## config.mk

```make
export PLATFORM = sky130hd
export DESIGN_NAME = capture_reader_flat
export DESIGN_NICKNAME = d
export VERILOG_FILES = /design/src/rtl/capture_reader_if.sv /design/src/rtl/capture_reader.sv /design/src/flat_wrapper.sv
export SDC_FILE = /design/constraint.sdc
export NUM_CORES = 1
export LEC_CHECK = 0
export ABC_CLOCK_PERIOD_IN_PS = 2300
export CORE_MARGIN = 1.5
export CORE_UTILIZATION = 42
export DETAILED_ROUTE_END_ITERATION = 8
export GPL_TIMING_DRIVEN = 0
export HOLD_SLACK_MARGIN = 0.06
export PLACE_DENSITY = 0.73
export SYNTH_ARGS = -nofsm -noshare
export SYNTH_HDL_FRONTEND = slang
export SYNTH_SLANG_ARGS = --single-unit
```

## constraint.sdc

```tcl
create_clock -name clk_i -period 2.3 [get_ports clk_i]
set_input_delay 0.46 -clock clk_i [delete_from_list [all_inputs] [get_ports clk_i]]
set_output_delay 0.46 -clock clk_i [all_outputs]
set_load 0.005 [all_outputs]
```

## src/rtl/capture_reader_if.sv

```systemverilog
// capture_reader_if
//   Bundles the two data paths of the capture read-back engine:
//   - Wishbone read-only bus towards port B of the sample RAM
//     mem_addr_o[31:0], mem_sel_o[3:0], mem_we_o, mem_stb_o  (master -> slave)
//     mem_stall_i, mem_ack_i, mem_data_i[31:0]               (slave -> master)
//   - byte stream towards the UART/host uplink
//     tx_data_o[7:0], tx_valid_o                             (master -> slave)
//     tx_ready_i                                             (slave -> master)
//   Signal names keep their original direction suffixes, seen from the reader.
interface capture_reader_if;
   logic [31:0] mem_addr_o;
   logic [3:0]  mem_sel_o;
   logic        mem_we_o;
   logic        mem_stb_o;
   logic        mem_stall_i;
   logic        mem_ack_i;
   logic [31:0] mem_data_i;
   logic [7:0]  tx_data_o;
   logic        tx_valid_o;
   logic        tx_ready_i;

   modport master (
      output mem_addr_o, mem_sel_o, mem_we_o, mem_stb_o,
      input  mem_stall_i, mem_ack_i, mem_data_i,
      output tx_data_o, tx_valid_o,
      input  tx_ready_i
   );

   modport slave (
      input  mem_addr_o, mem_sel_o, mem_we_o, mem_stb_o,
      output mem_stall_i, mem_ack_i, mem_data_i,
      input  tx_data_o, tx_valid_o,
      output tx_ready_i
   );
endinterface

```

## src/rtl/capture_reader.sv

```systemverilog
// capture_reader
//   Read-back engine for the sniffer sample RAM. Fetches a block of 32-bit
//   capture words over a Wishbone read-only port (one read outstanding at a
//   time) and serialises each word LSB first onto a valid/ready byte stream.
// Parameters
//   BASE_ADDR  byte address of word 0 of the capture buffer
//   BUF_WORDS  buffer depth in words (power of two); word index wraps
// Ports
//   clk_i         system clock
//   rst_n_i       asynchronous active-low reset
//   start_i       pulse: begin read-out (only honoured when idle)
//   start_word_i  first word index, taken modulo BUF_WORDS
//   len_i         number of words, 0 legal
//   abort_i       pulse: terminate read-out early
//   busy_o        read-out in progress (through the done cycle)
//   done_o        one-cycle completion/abort pulse
//   bus           capture_reader_if.master: Wishbone bus + byte stream
module capture_reader #(
   parameter logic [31:0] BASE_ADDR = 32'h0000_0000,
   parameter int unsigned BUF_WORDS = 4096
) (
   input  logic        clk_i,
   input  logic        rst_n_i,
   input  logic        start_i,
   input  logic [31:0] start_word_i,
   input  logic [15:0] len_i,
   input  logic        abort_i,
   output logic        busy_o,
   output logic        done_o,
   capture_reader_if.master bus
);

   localparam int unsigned IDX_W = (BUF_WORDS > 1) ? $clog2(BUF_WORDS) : 1;

   typedef enum logic [2:0] {IDLE, REQ, WAIT_ACK, SHIFT, DONE} state_t;

   state_t           state, state_nxt;
   logic [IDX_W-1:0] idx;
   logic [15:0]      rem;
   logic [31:0]      word;
   logic [1:0]       byte_idx;
   logic             abort_pend;
   logic             accept;
   logic             tx_fire;
   logic             last_byte;

   assign accept    = (state == REQ) && !bus.mem_stall_i;
   assign tx_fire   = (state == SHIFT) && bus.tx_ready_i;
   assign last_byte = tx_fire && (byte_idx == 2'd3);

   // state register
   always_ff @(posedge clk_i or negedge rst_n_i) begin
      if (!rst_n_i) state <= IDLE;
      else          state <= state_nxt;
   end

   // next-state logic
   always_comb begin
      state_nxt = state;
      unique case (state)
         IDLE: begin
            if (start_i) state_nxt = (len_i != '0) ? REQ : DONE;
         end
         REQ: begin
            // An abort in the accept cycle cannot cancel the read already on
            // the bus: go on to WAIT_ACK and let the pending flag end it there.
            if (!bus.mem_stall_i)  state_nxt = WAIT_ACK;
            else if (abort_i)      state_nxt = DONE;
         end
         WAIT_ACK: begin
            if (bus.mem_ack_i) state_nxt = (abort_i || abort_pend) ? DONE : SHIFT;
         end
         SHIFT: begin
            // final byte handshake wins over a coincident abort: byte delivered
            if (last_byte)    state_nxt = (rem == 16'd1 || abort_i) ? DONE : REQ;
            else if (abort_i) state_nxt = DONE;
         end
         DONE:    state_nxt = IDLE;
         default: state_nxt = IDLE;
      endcase
   end

   // datapath registers
   always_ff @(posedge clk_i or negedge rst_n_i) begin
      if (!rst_n_i) begin
         idx        <= '0;
         rem        <= '0;
         word       <= '0;
         byte_idx   <= '0;
         abort_pend <= 1'b0;
      end else begin
         unique case (state)
            IDLE: begin
               abort_pend <= 1'b0;
               if (start_i && len_i != '0) begin
                  idx <= IDX_W'(start_word_i % BUF_WORDS);
                  rem <= len_i;
               end
            end
            REQ: begin
               if (accept && abort_i) abort_pend <= 1'b1;
            end
            WAIT_ACK: begin
               if (abort_i) abort_pend <= 1'b1;
               if (bus.mem_ack_i) begin
                  word     <= bus.mem_data_i;
                  byte_idx <= '0;
               end
            end
            SHIFT: begin
               if (tx_fire) begin
                  byte_idx <= byte_idx + 2'd1;
                  if (byte_idx == 2'd3) begin
                     rem <= rem - 16'd1;
                     idx <= idx + IDX_W'(1);
                  end
               end
            end
            default: ;
         endcase
      end
   end

   // outputs, decoded from state so an async reset clears them immediately
   always_comb begin
      busy_o         = (state != IDLE);
      done_o         = (state == DONE);
      bus.mem_stb_o  = (state == REQ);
      bus.mem_addr_o = BASE_ADDR + (32'(idx) << 2);
      bus.mem_sel_o  = 4'hF;
      bus.mem_we_o   = 1'b0;
      bus.tx_valid_o = (state == SHIFT);
      bus.tx_data_o  = '0;
      if (state == SHIFT) bus.tx_data_o = word[{byte_idx, 3'b000} +: 8];
   end

endmodule
```

## src/flat_wrapper.sv

```systemverilog
// flat-port wrapper written by rule: the top's interface ports become plain ports
module capture_reader_flat 
#(
   parameter logic [31:0] BASE_ADDR = 32'h0000_0000,
   parameter int unsigned BUF_WORDS = 4096
)
  (clk_i, rst_n_i, start_i, start_word_i, len_i, abort_i, busy_o, done_o, bus_mem_addr_o, bus_mem_sel_o, bus_mem_we_o, bus_mem_stb_o, bus_mem_stall_i, bus_mem_ack_i, bus_mem_data_i, bus_tx_data_o, bus_tx_valid_o, bus_tx_ready_i);
  capture_reader_if bus_i ();
  input  logic clk_i;
  input  logic rst_n_i;
  input  logic start_i;
  input  logic [31:0] start_word_i;
  input  logic [15:0] len_i;
  input  logic abort_i;
  output logic busy_o;
  output logic done_o;
  output wire logic [$bits(bus_i.mem_addr_o)-1:0] bus_mem_addr_o;
  output wire logic [$bits(bus_i.mem_sel_o)-1:0] bus_mem_sel_o;
  output wire logic [$bits(bus_i.mem_we_o)-1:0] bus_mem_we_o;
  output wire logic [$bits(bus_i.mem_stb_o)-1:0] bus_mem_stb_o;
  input wire logic [$bits(bus_i.mem_stall_i)-1:0] bus_mem_stall_i;
  input wire logic [$bits(bus_i.mem_ack_i)-1:0] bus_mem_ack_i;
  input wire logic [$bits(bus_i.mem_data_i)-1:0] bus_mem_data_i;
  output wire logic [$bits(bus_i.tx_data_o)-1:0] bus_tx_data_o;
  output wire logic [$bits(bus_i.tx_valid_o)-1:0] bus_tx_valid_o;
  input wire logic [$bits(bus_i.tx_ready_i)-1:0] bus_tx_ready_i;
  assign bus_mem_addr_o = bus_i.mem_addr_o;
  assign bus_mem_sel_o = bus_i.mem_sel_o;
  assign bus_mem_we_o = bus_i.mem_we_o;
  assign bus_mem_stb_o = bus_i.mem_stb_o;
  assign bus_i.mem_stall_i = bus_mem_stall_i;
  assign bus_i.mem_ack_i = bus_mem_ack_i;
  assign bus_i.mem_data_i = bus_mem_data_i;
  assign bus_tx_data_o = bus_i.tx_data_o;
  assign bus_tx_valid_o = bus_i.tx_valid_o;
  assign bus_i.tx_ready_i = bus_tx_ready_i;
  capture_reader #(.BASE_ADDR(BASE_ADDR), .BUF_WORDS(BUF_WORDS)) u_core (.clk_i(clk_i), .rst_n_i(rst_n_i), .start_i(start_i), .start_word_i(start_word_i), .len_i(len_i), .abort_i(abort_i), .busy_o(busy_o), .done_o(done_o), .bus(bus_i));
endmodule
```

### Word-level counts from Yosys, hierarchy flattened

Index checks and enable logic that the tools add are counted.

| word-level totals | value |
|---|---|
| bits in registers | 66 |
| input port bits | 87 |

| operators by class | value |
|---|---|
| add/sub/neg operators | 3 |
| muxes and demuxes | 24 |
| equality and inequality tests | 13 |
| reductions and logical operators | 19 |
| shifts and indexed selects | 1 |

Operator list:

| cell | number |
|---|---|
| 16-bit two-way mux | 3 |
| 12-bit two-way mux | 3 |
| 16-bit one-hot mux with 2 select lines | 1 |
| 32-bit by 6-bit indexed part select with 8-bit output | 1 |
| 3-bit two-way mux | 8 |
| 12-bit one-hot mux with 2 select lines | 1 |
| 16-bit by 1-bit == test with 1-bit output (second input constant) | 1 |
| 16-bit nonzero test | 1 |
| 16-bit by 1-bit subtractor with 16-bit output (second input constant) | 1 |
| 12-bit by 1-bit adder with 12-bit output (second input constant) | 1 |
| 3-bit one-hot mux with 4 select lines | 1 |
| 8-bit two-way mux | 1 |
| 2-bit by 1-bit inequality test with 1-bit output (second input constant) | 4 |
| 3-bit by 2-bit == test with 1-bit output (second input constant) | 2 |
| 2-bit inequality test (second input constant) | 3 |
| 3-bit AND reduction | 2 |
| 3-bit nonzero test | 2 |
| 1-bit logical AND | 5 |
| 2-bit two-way mux | 2 |
| 2-bit one-hot mux with 2 select lines | 1 |
| 2-bit AND reduction | 2 |
| 4-bit AND reduction | 1 |
| 2-bit nonzero test | 2 |
| 3-bit by 1-bit == test with 1-bit output (second input constant) | 1 |
| other kinds (8) | 10 |

### Logic depth before layout (Yosys ltp)

Gate-level depths: netlist of the first run.

| depth | value |
|---|---|
| depth in word-level cells | 5 |
| gate-level depth with buffers | 9 |
| depth with buffers taken out | 7 |

### Least setup slack after synthesis of the first run

OpenSTA, ideal clock, no wires.

| timing | value |
|---|---|
| kind | register to register |
| start | register u_core.rem[0] |
| end | register u_core.rem[8] |
| library setup time | 0.121 ns |
| setup slack | 0.398 ns |
| data required time | 2.179 ns |
| stages on the path, launching flop included | 7 |
| arrival time | 1.780 ns |
| cell sequence | dfrtp_1 inv_1 ha_1 or3b_2 nor3_1 a41oi_1 o22a_1 |

| on the way | value |
|---|---|
| word-level cells in the longest chain between the ends | 4 |

Ends and longest elaborated chain:

| element | line | source |
|---|---|---|
| start, declared | capture_reader.sv:39 | `logic [15:0] rem;` |
| start signal, assigned | capture_reader.sv:97 | `rem <= len_i;` |
| start signal, assigned | capture_reader.sv:114 | `rem <= rem - 16'd1;` |
| 16-bit by 1-bit subtractor with 16-bit output | capture_reader.sv:114 |  |
| 16-bit two-way mux | capture_reader.sv:113 | `if (byte_idx == 2'd3) begin` |
| 16-bit two-way mux | capture_reader.sv:111 | `if (tx_fire) begin` |
| 16-bit one-hot mux with 2 select lines | capture_reader.sv:92 | `unique case (state)` |

Every way passes these cells. The select of a mux whose other input is x is not followed.
A chain may end at the register's enable or synchronous reset.

### Worst setup path after layout of the first run

| timing | value |
|---|---|
| start | register u_core.state[2] |
| end | output bus_tx_valid_o |

| on the way | value |
|---|---|
| word-level cells in the longest chain between the ends | 1 |

Ends and longest elaborated chain:

| element | line | source |
|---|---|---|
| start, declared | capture_reader.sv:37 | `state_t state, state_nxt;` |
| start signal, assigned | capture_reader.sv:54 | `else state <= state_nxt;` |
| 3-bit by 2-bit == test with 1-bit output | capture_reader.sv:132 | `bus.tx_valid_o = (state == SHIFT);` |
| end, declared | flat_wrapper.sv:25 | `output wire logic [$bits(bus_i.tx_valid_o)-1:0] bus_tx_valid_o;` |

Every way passes these cells.

==> out/results.ini, run 1 <==
[outcome]
status=finished with violations
violations=DRC

[sta]
rsz0062_at_grt=true
post-route-period-util_pct=98.6
clock_skew_ns=0.0150
finalMaxSlewViolations=0
fin_ws_ns=0.0332
finalSetupTns_ns=0
slew_headroom_pct=43.5
worst_pin_slew_ns=0.847
timing_hold_violations_final=0
finalSetupViolations=0
layout_min_cycle_time_ns=2.27
fmax_ghz=0.441

[clock_tree]
h-tree-depth=3
clock_sinks=66
clk_pin_slew_worst_paths_ns=0.08
clk_path_buf_depth=2
holdBufCountCts=0
clockRootBuffer=clkbuf_8
clock_latency_ns=0.36
numCtsBuffers=9
cts_tree=built

[synth]
syn-instance-count=386
seq_area_frac_synth_pct=43.0
ys_ff_latch=66
ys.flop_type=dfrtp_1
yosysTopAreaCellShare_pct=43.0
synthDistinctLibCells=57
avgSynthCellArea_um2=9.94
yosys.area.top_type=dfrtp_1
synth_edf_count=0
netlist_area_um2=3840
synth_area_leaders=dfrtp_1 43%, mux2_2 9.4%, buf_4 5.5%, a21oi_1 5.3%, mux4_2 4.7%
synth-async-reset-ratio_pct=100
yosys_warnings=0

[min_path]
hp-class=primary input to async pin

[route]
drt_drc_violations_left=10
routed_wl_um=10600
drtIter0Drc=231
wl_per_cell_um=16.7
dr.pass1.iters=7
via_per_inst=5.56
postRouteAntennaNets=0
vias=3523

[critical_path]
worstSetupStartpointType=flop
crit_family=buffers and inverters
critical-path-max-stage-delay_ns=0.50
crit_fanout=10
cp_data_arrival_time_ns=1.81
cp-end-kind=primary output
path_cells=inv_2 > nand3_4 > inv_4 > clkbuf_8 > clkdlybuf4s50_1
worstPathRequired_ns=1.84
critPathBufInv=4
path_class=flop to primary output
cpMaxStageDelayCell=clkdlybuf4s50_1

[pwr]
total_leakage_power_uw=0.00220
irDropWorstVdd_v=0.000512
powerDensity_nw_per_um2=1150
p_total_uw=6140

[place]
gp_congestion=0.911
place_ws_ns=-0.349
hpwl_um=7330
portBuffers=90
dp_cells=607

[global_routing]
grt_max_degree=67
grtUsageTotal_pct=22.6
antenna_found_initial=0
grt_pass1_wl_um=17300
grt_pass1_vias=3470
overflow=0

[floorplanning]
io_pins=136
chipHeight_um=98.6
die_area_um2=9720
num_rows=34
dieWidth_um=98.6
start_util_pct=43.6
core_area_um2=8810

[cells_and_area]
final_common_cell=clkdlybuf4s50_1
fin_cells=634
area_growth_pct=38.9
final_cell_mix=81 x clkdlybuf4s50_1, 64 x dfrtp_1, 41 x a21oi_1
drive_above_1_share_pct=25.9
diodes=0
nNetsFinal=612

[flow_run]
maxCapViolations=0

power by group:
part | internal [uW] | leakage [uW] | switching [uW]
combinational | 1520 | 0.00131 | 1230
clock | 642 | 0.000112 | 488
sequential | 1740 | 0.000773 | 512
layer usage:
metal	vias to the layer above	GRT usage, %	share of wire, %
met5	-	0	0
met4	0	7.36	2.0
met3	26	7.94	9.8
met2	170	36.9	47
met1	1701	28.2	41
li1	1626	-	-
worst paths after layout:
path                                 start                 end  slack (ns)  depth (start not counted)
hold / removal                     rst_n_i      u_core.rem[14]        0.21                          1
hold reg to reg            u_core.word[18]     u_core.word[18]        0.51                          1
min in group clk_i         u_core.word[18]     u_core.word[18]        0.51                          1
max in group asynchronous          rst_n_i  u_core.byte_idx[0]        1.49                          1
setup reg to reg           u_core.state[1]       u_core.idx[6]        0.21                          6
setup / recovery           u_core.state[2]      bus_tx_valid_o        0.03                          5
final cells by class:
type | count | area [um^2]
fillers | 760 | 3470
multi-input cells | 288 | 1990
flip-flops and latches | 66 | 1650
repair buffers | 102 | 985
plain buffers | 46 | 310
clock buffers | 10 | 138
well taps | 108 | 135
clock inverters | 6 | 90.1
inverters | 8 | 32.5
cell families after synthesis:
logic type               synth area share (%)
AND/OR/NAND/NOR                          16.1
adder cells (fa/ha/maj)                  1.30
AO/OA/AOI/OAI                            16.1
buffers and inverters                    8.44
XOR/XNOR                                0.228
multiplexers                             14.6
flip-flops                               43.0
other                                   0.196
state kept, by name, indices dropped and copies added (netlist names):
signal	cells
u_core.abort_pend	1
u_core.byte_idx	2
u_core.idx	12
u_core.rem	16
u_core.state	3
u_core.word	32
stage by stage:
step,utilization (%),area [um^2],hold WS [ns]
2_1_floorplan,-,3930,0.164
3_3_place_gp,56.3,4960,0.485
3_5_place_dp,56.3,4960,0.491
4_1_cts,60.2,5300,0.243
5_1_grt,60.5,5330,0.270
6_report,60.5,5330,0.208
repair_timing:
item	CTS	global route
cloned	1	0
setup buffers	8	4
pin swaps	3	1
setup endpoints to repair	9	11
gates resized for setup	36	9
Yosys cell counts (7+ instances only):
| cell | n |
|---|---|
| mux4_2 | 8 |
| dfrtp_1 | 66 |
| buf_4 | 28 |
| nor3_1 | 7 |
| o21ai_0 | 19 |
| o22ai_1 | 11 |
| mux2_2 | 32 |
| nand2_1 | 34 |
| nor2_1 | 17 |
| and2_1 | 9 |
| buf_2 | 10 |
| nand3_1 | 12 |
| inv_1 | 7 |
| a21oi_1 | 41 |
Note: power is estimated with default switching activity, not from simulation.
==> run 2: changes to the inputs <==
Settings changed: SLEW_MARGIN set to 30.
==> run 2 against run 1 <==
Effect of this change:
- the run still ends with DRC left
- highest routed layer unchanged
- global-route usage down 0.15 points
- clock skew fell by 0.0080 ns
- clock power is essentially flat
- critical endpoint is now bus_tx_data_o[7]
- die area did not move
- register-to-register slack about the same
- largest power group unchanged
- combinational power about the same
- core utilization grew 0.30 points
- sequential cell count unchanged
- maximum frequency increased by 2.4%
- non-clock buffer count fell by 1
- final cell count shrank 0.16%
- worst setup slack improved by 0.052 ns
==> out/results.ini, run 2 (same netlist as run 1, synthesis figures left out) <==
[sta]
finalMaxSlewViolations=0
layout_min_cycle_time_ns=2.21
post-route-period-util_pct=96.3
finalSetupViolations=0
holdWs_ns=0.502
worst_pin_slew_ns=0.628
fmax_ghz=0.452
timing_hold_violations_final=0
rsz0062_at_grt=false
fin_ws_ns=0.0856
clock_skew_ns=0.00694
slew_headroom_pct=58.1

[route]
wl_per_cell_um=16.8
drt_drc_violations_left=10
vias=3540
via_per_inst=5.59
dr.pass1.iters=8
postRouteAntennaNets=0
routed_wl_um=10600
drtIter0Drc=235

[global_routing]
grt_pass1_wl_um=17200
grt_max_degree=49
grt_pass1_vias=3492
overflow=0
grtUsageTotal_pct=22.5
antenna_found_initial=0

[cells_and_area]
fillCellCount=723
diodes=0
nNetsFinal=611
area_growth_pct=39.6
largest_registers=u_core.word x32, u_core.rem x16, u_core.idx x12
fin_util_pct=60.8
design_area_um2=5360
drive_above_1_share_pct=26.1
largest_reg_flops=32
multi_input_area_um2=1990
seqCellArea_um2=1650
top_register=u_core.word
final_common_cell=clkdlybuf4s50_1
final_cell_mix=80 x clkdlybuf4s50_1, 64 x dfrtp_1, 41 x a21oi_1

[critical_path]
crit_family=multiplexers
cpMaxStageDelayCell=mux4_2
path_class=flop to primary output
worstSetupStartpointType=flop
worstPathRequired_ns=1.84
crit_fanout=6
critPathBufInv=2
critical-path-max-stage-delay_ns=0.50
cp_data_arrival_time_ns=1.75
cp-end-kind=primary output
path_cells=buf_8 > mux4_2 > and2_4 > clkdlybuf4s15_1

[floorplanning]
num_rows=34
die_area_um2=9720
io_pins=136
chipHeight_um=98.6
dieWidth_um=98.6
core_area_um2=8810
start_util_pct=43.6

[pwr]
powerDensity_nw_per_um2=1150
irDropWorstVdd_v=0.000655
total_leakage_power_uw=0.00222

[clock_tree]
clockRootBuffer=clkbuf_8
h-tree-depth=3
clk_pin_slew_worst_paths_ns=0.08
cts_tree=built
clock_latency_ns=0.35
numCtsBuffers=9
clk_path_buf_depth=2
clock_sinks=66

[outcome]
status=finished with violations
violations=DRC

[min_path]
hp-class=flop to flop

[place]
portBuffers=90
gp_congestion=0.911
hpwl_um=7370
place_ws_ns=-0.328
place_area_um2=4990

[flow_run]
maxCapViolations=0

run 2: cell count changes in the layout (fill, tap and decap cells not counted):
| cell | previous run | this run |
|---|---|---|
| buf_2 | 11 | 10 |
| clkdlybuf4s50_1 | 81 | 80 |
| clkbuf_4 | 0 | 1 |
| nor4_2 | 1 | 0 |
| and2_1 | 6 | 2 |
| dlygate4sd3_1 | 0 | 1 |
| buf_4 | 39 | 36 |
| buf_16 | 0 | 2 |
| nor4_1 | 4 | 5 |
| dlymetal6s2s_1 | 0 | 1 |
| clkbuf_16 | 1 | 0 |
| and2_4 | 3 | 7 |
run 2: through the flow:
stage / power (uW) / TNS (ns) / std cells
2_1_floorplan: 3830 / 0 / 409
3_3_place_gp: 4680 / -106.14 / 607
5_1_grt: 6530 / 0 / 633
4_1_cts: 6080 / -0.000744 / 630
3_5_place_dp: 4780 / -5.85 / 608
6_report: 6140 / 0 / 633
run 2: path summary, 6_finish.rpt:
check	startpoint	endpoint	slack (ns)	cells after the start
setup / recovery	u_core.byte_idx[0]	bus_tx_data_o[7]	0.09	4
hold / removal	u_core.word[24]	u_core.word[24]	0.50	1
setup reg to reg	u_core.state[1]	u_core.idx[6]	0.21	6
hold reg to reg	u_core.word[24]	u_core.word[24]	0.50	1
max in group asynchronous	rst_n_i	u_core.idx[10]	1.22	3
min in group asynchronous	rst_n_i	u_core.rem[3]	0.54	2
run 2: report_power, final:
part           internal, uW  switching, uW  leakage (uW)
Clock                   641            477      0.000112
Combinational          1520           1260       0.00134
Sequential             1740            508      0.000773
run 2: cell type report:
cell class / count / area share (%)
Inverter: 8 / 0.607
Buffer: 45 / 5.56
Clock buffer: 10 / 2.57
Tap cell: 108 / 2.52
Clock inverter: 6 / 1.68
Timing Repair Buffer: 102 / 19.0
Multi-Input combinational cell: 288 / 37.2
Sequential cell: 66 / 30.9
run 2: timing repair:
action | in CTS | in global routing
hold buffers | 1 | 0
hold endpoints to repair | 18 | 0
pin swaps | 4 | 0
resized for setup | 40 | 11
gates cloned | 1 | 0
setup endpoints to repair | 9 | 10
buffers inserted | 5 | 4
run 2: per-layer routing:
layer  part of all wire [%]  track usage [%]
met5                      0                0
met4                    1.6             6.48
met3                     11             7.45
met2                     48             37.4
met1                     39             28.0
run 2: worst reg2reg max path, cell delays in order (launching register included):
cell	delay [ns]
dfrtp_1	0.41
buf_2	0.20
nor3_4	0.24
nand2_1	0.14
o21ai_2	0.32
clkbuf_1	0.48
a21oi_1	0.15
==> run 3: changes to the inputs <==
Settings changed: ABC_CLOCK_PERIOD_IN_PS 2300 to 1900, CORE_UTILIZATION 42 to 41, PLACE_DENSITY 0.73 to 0.74.
Clock period 2.3 ns to 1.9 ns, I/O delays scaled along.
==> run 3 against run 2 <==
Effect of this change:
- the flow finishes with violations (setup timing)
- largest cell class unchanged
- clock power is 4% higher
- sequential cell count unchanged
- critical path type unchanged
- via count is 2.7% higher
==> out/results.ini, run 3 (same netlist as run 1, synthesis figures left out) <==
[place]
gp_congestion=0.913
dp_cells=611
portBuffers=90
place_ws_ns=-0.595
hpwl_um=7460

[clock_tree]
clock_latency_ns=0.34
h-tree-depth=3
clk_pin_slew_worst_paths_ns=0.08
numCtsBuffers=9
clock_sinks=66
cts_tree=built
clk_path_buf_depth=2
clockRootBuffer=clkbuf_8

[floorplanning]
chipHeight_um=99.8
core_area_um2=9150
start_util_pct=41.9
io_pins=136
dieWidth_um=99.8
num_rows=35
die_area_um2=9950

[critical_path]
cp-end-kind=primary output
cp_data_arrival_time_ns=1.72
crit_fanout=3
worstPathRequired_ns=1.52
path_class=flop to primary output
worstSetupStartpointType=flop

[sta]
fin_ws_ns=-0.205
timing_hold_violations_final=0
clock_skew_ns=0.00670
post-route-period-util_pct=111
worst_pin_slew_ns=0.509
holdWs_ns=0.479
finalSetupViolations=8
fmax_ghz=0.475
slew_headroom_pct=66.1
finalMaxSlewViolations=0
layout_min_cycle_time_ns=2.10
rsz0062_at_grt=true

[cells_and_area]
diodes=0
largest_reg_flops=32
nNetsFinal=622
final_common_cell=clkdlybuf4s50_1
final_cell_mix=77 x clkdlybuf4s50_1, 63 x dfrtp_1, 44 x buf_4
largest_registers=u_core.word x32, u_core.rem x16, u_core.idx x12
fillCellCount=737
drive_above_1_share_pct=31.7
seqCellArea_um2=1660
area_growth_pct=46.0
top_register=u_core.word
multi_input_area_um2=2100
fin_cells=647

[pwr]
powerDensity_nw_per_um2=1370
irDropWorstVdd_v=0.000758
total_leakage_power_uw=0.00232

[global_routing]
antenna_found_initial=0
grt_pass1_vias=3616
overflow=0
grtUsageTotal_pct=22.1
grt_pass1_wl_um=17300
grt_max_degree=46

[outcome]
violations=setup timing
status=finished with violations

[route]
postRouteAntennaNets=0
drt_drc_violations_left=0
wl_per_cell_um=17.1
via_per_inst=5.62
vias=3637
drtIter0Drc=298
dr.pass1.iters=6
routed_wl_um=11100

[flow_run]
maxCapViolations=0

[min_path]
hp-class=primary input to async pin

-- run 3: final cells by class --
cell class                      count  area share, %
Timing Repair Buffer              112           19.8
Tap cell                          111           2.48
Clock inverter                      7           1.25
Clock buffer                        9           2.21
Inverter                            8          0.536
Buffer                             46           6.61
Multi-Input combinational cell    288           37.5
Sequential cell                    66           29.5
-- run 3: per-stage QoR --
stage          area (um^2)  power [uW]  utilization [%]  setup TNS, ns
2_1_floorplan         3930        4630                -              0
6_report              5600        7680             61.2          -1.25
4_1_cts               5470        7410             59.8          -1.56
3_5_place_dp          4990        5820             54.6         -22.98
3_3_place_gp          4970        5660             54.3        -139.29
5_1_grt               5600        8150             61.2          -1.74
-- run 3: report_power, final --
part | total [uW] | internal [uW] | switching (uW)
logic | 3740 | 2110 | 1640
registers | 2760 | 2110 | 658
clock network | 1170 | 603 | 565
-- run 3: final timing paths --
kind                                     from            endpoint  slack [ns]  cells past startpoint
hold / removal                        rst_n_i     u_core.state[1]        0.48                      2
setup / recovery           u_core.byte_idx[0]    bus_tx_data_o[5]       -0.20                      5
max in group asynchronous             rst_n_i  u_core.byte_idx[0]        0.90                      3
hold reg to reg               u_core.word[31]     u_core.word[31]        0.50                      1
min in group clk_i            u_core.word[31]     u_core.word[31]        0.50                      1
setup reg to reg                u_core.rem[0]       u_core.rem[8]        0.06                      7
-- run 3: worst max-delay path, cell delays in order (launching register included) --
cell     delay, ns
dfrtp_2       0.40
buf_8         0.12
buf_6         0.11
mux4_2        0.49
and2_4        0.16
buf_6         0.11
-- run 3: routing by layer --
| layer | part of all wire, % | vias up | routed length [um] | track usage, % |
|---|---|---|---|---|
| met4 | 2.8 | 0 | 308 | 10.5 |
| met2 | 47 | 235 | 5260 | 35.9 |
| met1 | 40 | 1721 | 4390 | 26.9 |
| met5 | 0 | - | 0 | 0 |
| met3 | 10 | 31 | 1130 | 6.75 |
| li1 | - | 1650 | - | - |
-- run 3: timing repair --
item / CTS / global route
setup buffers: 12 / 6
pin swaps: 11 / 8
setup endpoints to repair: 72 / 64
gates resized for setup: 86 / 40
hold buffers: 1 / 0
hold endpoints to repair: 21 / 0
cloned: 1 / 2
==> RTL change: new RTL, config.mk and constraints of run 2 <==
`BUF_WORDS` is set to 4096 in 2 places; all go to 8192.
--- a/src/rtl/capture_reader.sv
+++ b/src/rtl/capture_reader.sv
@@ -17,7 +17,7 @@
 //   bus           capture_reader_if.master: Wishbone bus + byte stream
 module capture_reader #(
    parameter logic [31:0] BASE_ADDR = 32'h0000_0000,
-   parameter int unsigned BUF_WORDS = 4096
+   parameter int unsigned BUF_WORDS = 8192
 ) (
    input  logic        clk_i,
    input  logic        rst_n_i,
--- a/src/flat_wrapper.sv
+++ b/src/flat_wrapper.sv
@@ -2,7 +2,7 @@
 module capture_reader_flat 
 #(
    parameter logic [31:0] BASE_ADDR = 32'h0000_0000,
-   parameter int unsigned BUF_WORDS = 4096
+   parameter int unsigned BUF_WORDS = 8192
 )
   (clk_i, rst_n_i, start_i, start_word_i, len_i, abort_i, busy_o, done_o, bus_mem_addr_o, bus_mem_sel_o, bus_mem_we_o, bus_mem_stb_o, bus_mem_stall_i, bus_mem_ack_i, bus_mem_data_i, bus_tx_data_o, bus_tx_valid_o, bus_tx_ready_i);
   capture_reader_if bus_i ();
Formal check against the unedited RTL: not equivalent (a bounded check fails within 4 cycles, from zero or initial values and one cycle with rst_n_i low).
==> RTL change against run 2 <==
- the flow finishes with violations (negative setup slack)
- sequential cell count rose by 1
- sequential power rose by 2%
- area after synthesis is 4.4% higher
- wire length is 4.1% higher
- power is 2.3% higher
- critical endpoint is now bus_tx_data_o[1]
- non-clock buffer count up 11
- clock power is 13% lower
- via count increased by 2.1%
- design area grew 4.6%
- final cell count is 4.6% higher
- worst setup slack got worse by 0.11 ns
- synthesized cell count decreased by 0.26%
==> RTL change: results (changes against run 2) <==
.. list-table::
   :header-rows: 1

   * - Metric
     - Value
   * - Result of the run
     - finished with violations
   * - Violations in the final reports
     - negative setup slack
   * - Placed instance area
     - 5196 sq um (+4.2%)
   * - Worst IR Drop VDD
     - 567.2 uV (-13%)
   * - Biggest fanout along the worst timing path
     - 4 (-2)
   * - Register-to-Register Setup Slack
     - 0.06 ns (-0.15 ns)
   * - Maximum number of pins on one net before global-route repair
     - 45 (-8.2%)
   * - Static leakage
     - 2.413 nW (+8.6%)
   * - Number of different library cells in the post-synthesis netlist
     - 59 (+3.5%)
   * - Placed instance count
     - 629 (+3.5%)
   * - Most common library cells after synthesis
     - dfrtp_1, mux2_2, nor2_1
   * - Detailed router's first-iteration violation count
     - 190 (-19%)
   * - Final setup violation count
     - 1 (+1)
   * - Share of synthesized area occupied by flip-flops and latches
     - 0.4185 (-0.01176)
   * - Number of vias per cell after detailed routing
     - 5.459 (-2.4%)
   * - Buffers on Ports
     - 92 (+2.2%)
   * - Largest registers
     - u_core.word (32), u_core.rem (16), u_core.idx (13)
   * - Routed len/inst
     - 16.75 microns (-0.44%)
   * - Vias in the first global route
     - 3620 (+3.7%)
   * - Post-Synthesis Mean Instance Area
     - 10.41 sq um (+4.6%)
   * - Area contributors post-synth
     - dfrtp_1, mux2_2, buf_4
   * - Total of fill cells in the finished design
     - 772 (+6.8%)
   * - Number of nets in the final layout
     - 620 (+1.5%)
   * - Crit path setup slack, layout
     - -0.02663 ns (-0.1122 ns)
   * - Hold Path Origin
     - u_core.word[16]$_DFFE_PN0P_
   * - Final instance count without filler cells
     - 662 (+4.6%)
   * - HPWL Detailed
     - 7824 microns (+6.2%)
   * - Setup clock skew after layout
     - 0.009031 ns (+0.002088 ns)
-- RTL change: worst max-delay path by stage --
stage                                       end  cells past startpoint
floorplan                      bus_tx_data_o[0]                      3
global placement    u_core.word[25]$_DFFE_PN0P_                      1
detailed placement    u_core.rem[9]$_DFFE_PN0P_                      7
CTS                            bus_tx_data_o[2]                      6
global route                   bus_tx_data_o[1]                      7
finish                         bus_tx_data_o[1]                      7
-- RTL change: cell type report --
type	count	area, sq um	share of cell area
multi-input cells	285	2111	0.3767
inverters	8	30.03	0.005360
well taps	129	161.4	0.02881
clock inverters	6	66.31	0.01184
clock buffers	9	123.9	0.02211
flip-flops and latches	67	1678	0.2995
plain buffers	46	355.3	0.06342
repair buffers	112	1077	0.1923
-- RTL change: worst max-delay path, cell delays in order, from the launching register on --
cell and delay, ns:
dfrtp_1 0.41, buf_6 0.13, buf_6 0.10, buf_6 0.12, buf_6 0.12, mux4_2 0.41
and2_4 0.15, clkbuf_2 0.10
-- RTL change: routing by layer --
metal  wire [microns]  track usage  up-vias
li1                 -            -     1679
met1             4488       0.2757     1736
met2             5405       0.3810      181
met3              949      0.06380       18
met4              243      0.08451        0
met5                0            0        -
-- RTL change: through the flow --
step                       TNS, ns  worst slack (ns)  utilization
final                     -0.02663          -0.02663       0.6064
after global routing       -0.1402          -0.07615       0.6064
after CTS                  -0.1779           -0.1089       0.6012
after detailed placement    -15.25           -0.5232       0.5624
after global placement     -117.76            -1.560       0.5596
after floorplan                  0            0.3052            -
-- RTL change: repair_timing --
action	in CTS	in global routing
setup buffers	14	4
resized for setup	41	28
pin swaps	5	4
hold buffers	1	0
setup endpoints to repair	25	62
gates cloned	1	0
hold endpoints to repair	23	0
-- RTL change: cells by family after synthesis --
kind of cell / share of synthesized area
AO/OA/AOI/OAI: 0.1524
multiplexers: 0.1587
flip-flops: 0.4185
AND/OR/NAND/NOR: 0.1680
buffers and inverters: 0.08807
adder cells (fa/ha/maj): 0.01249
other: 0.001875
-- RTL change: where the power goes --
part	total [W]	switching, W	leakage, nW	internal (W)
combinational	0.00301	0.00126	1.53	0.00175
sequential	0.00230	0.000539	0.796	0.00176
clock	0.000972	0.000476	0.0877	0.000496
total	0.00629	0.00228	2.41	0.00401
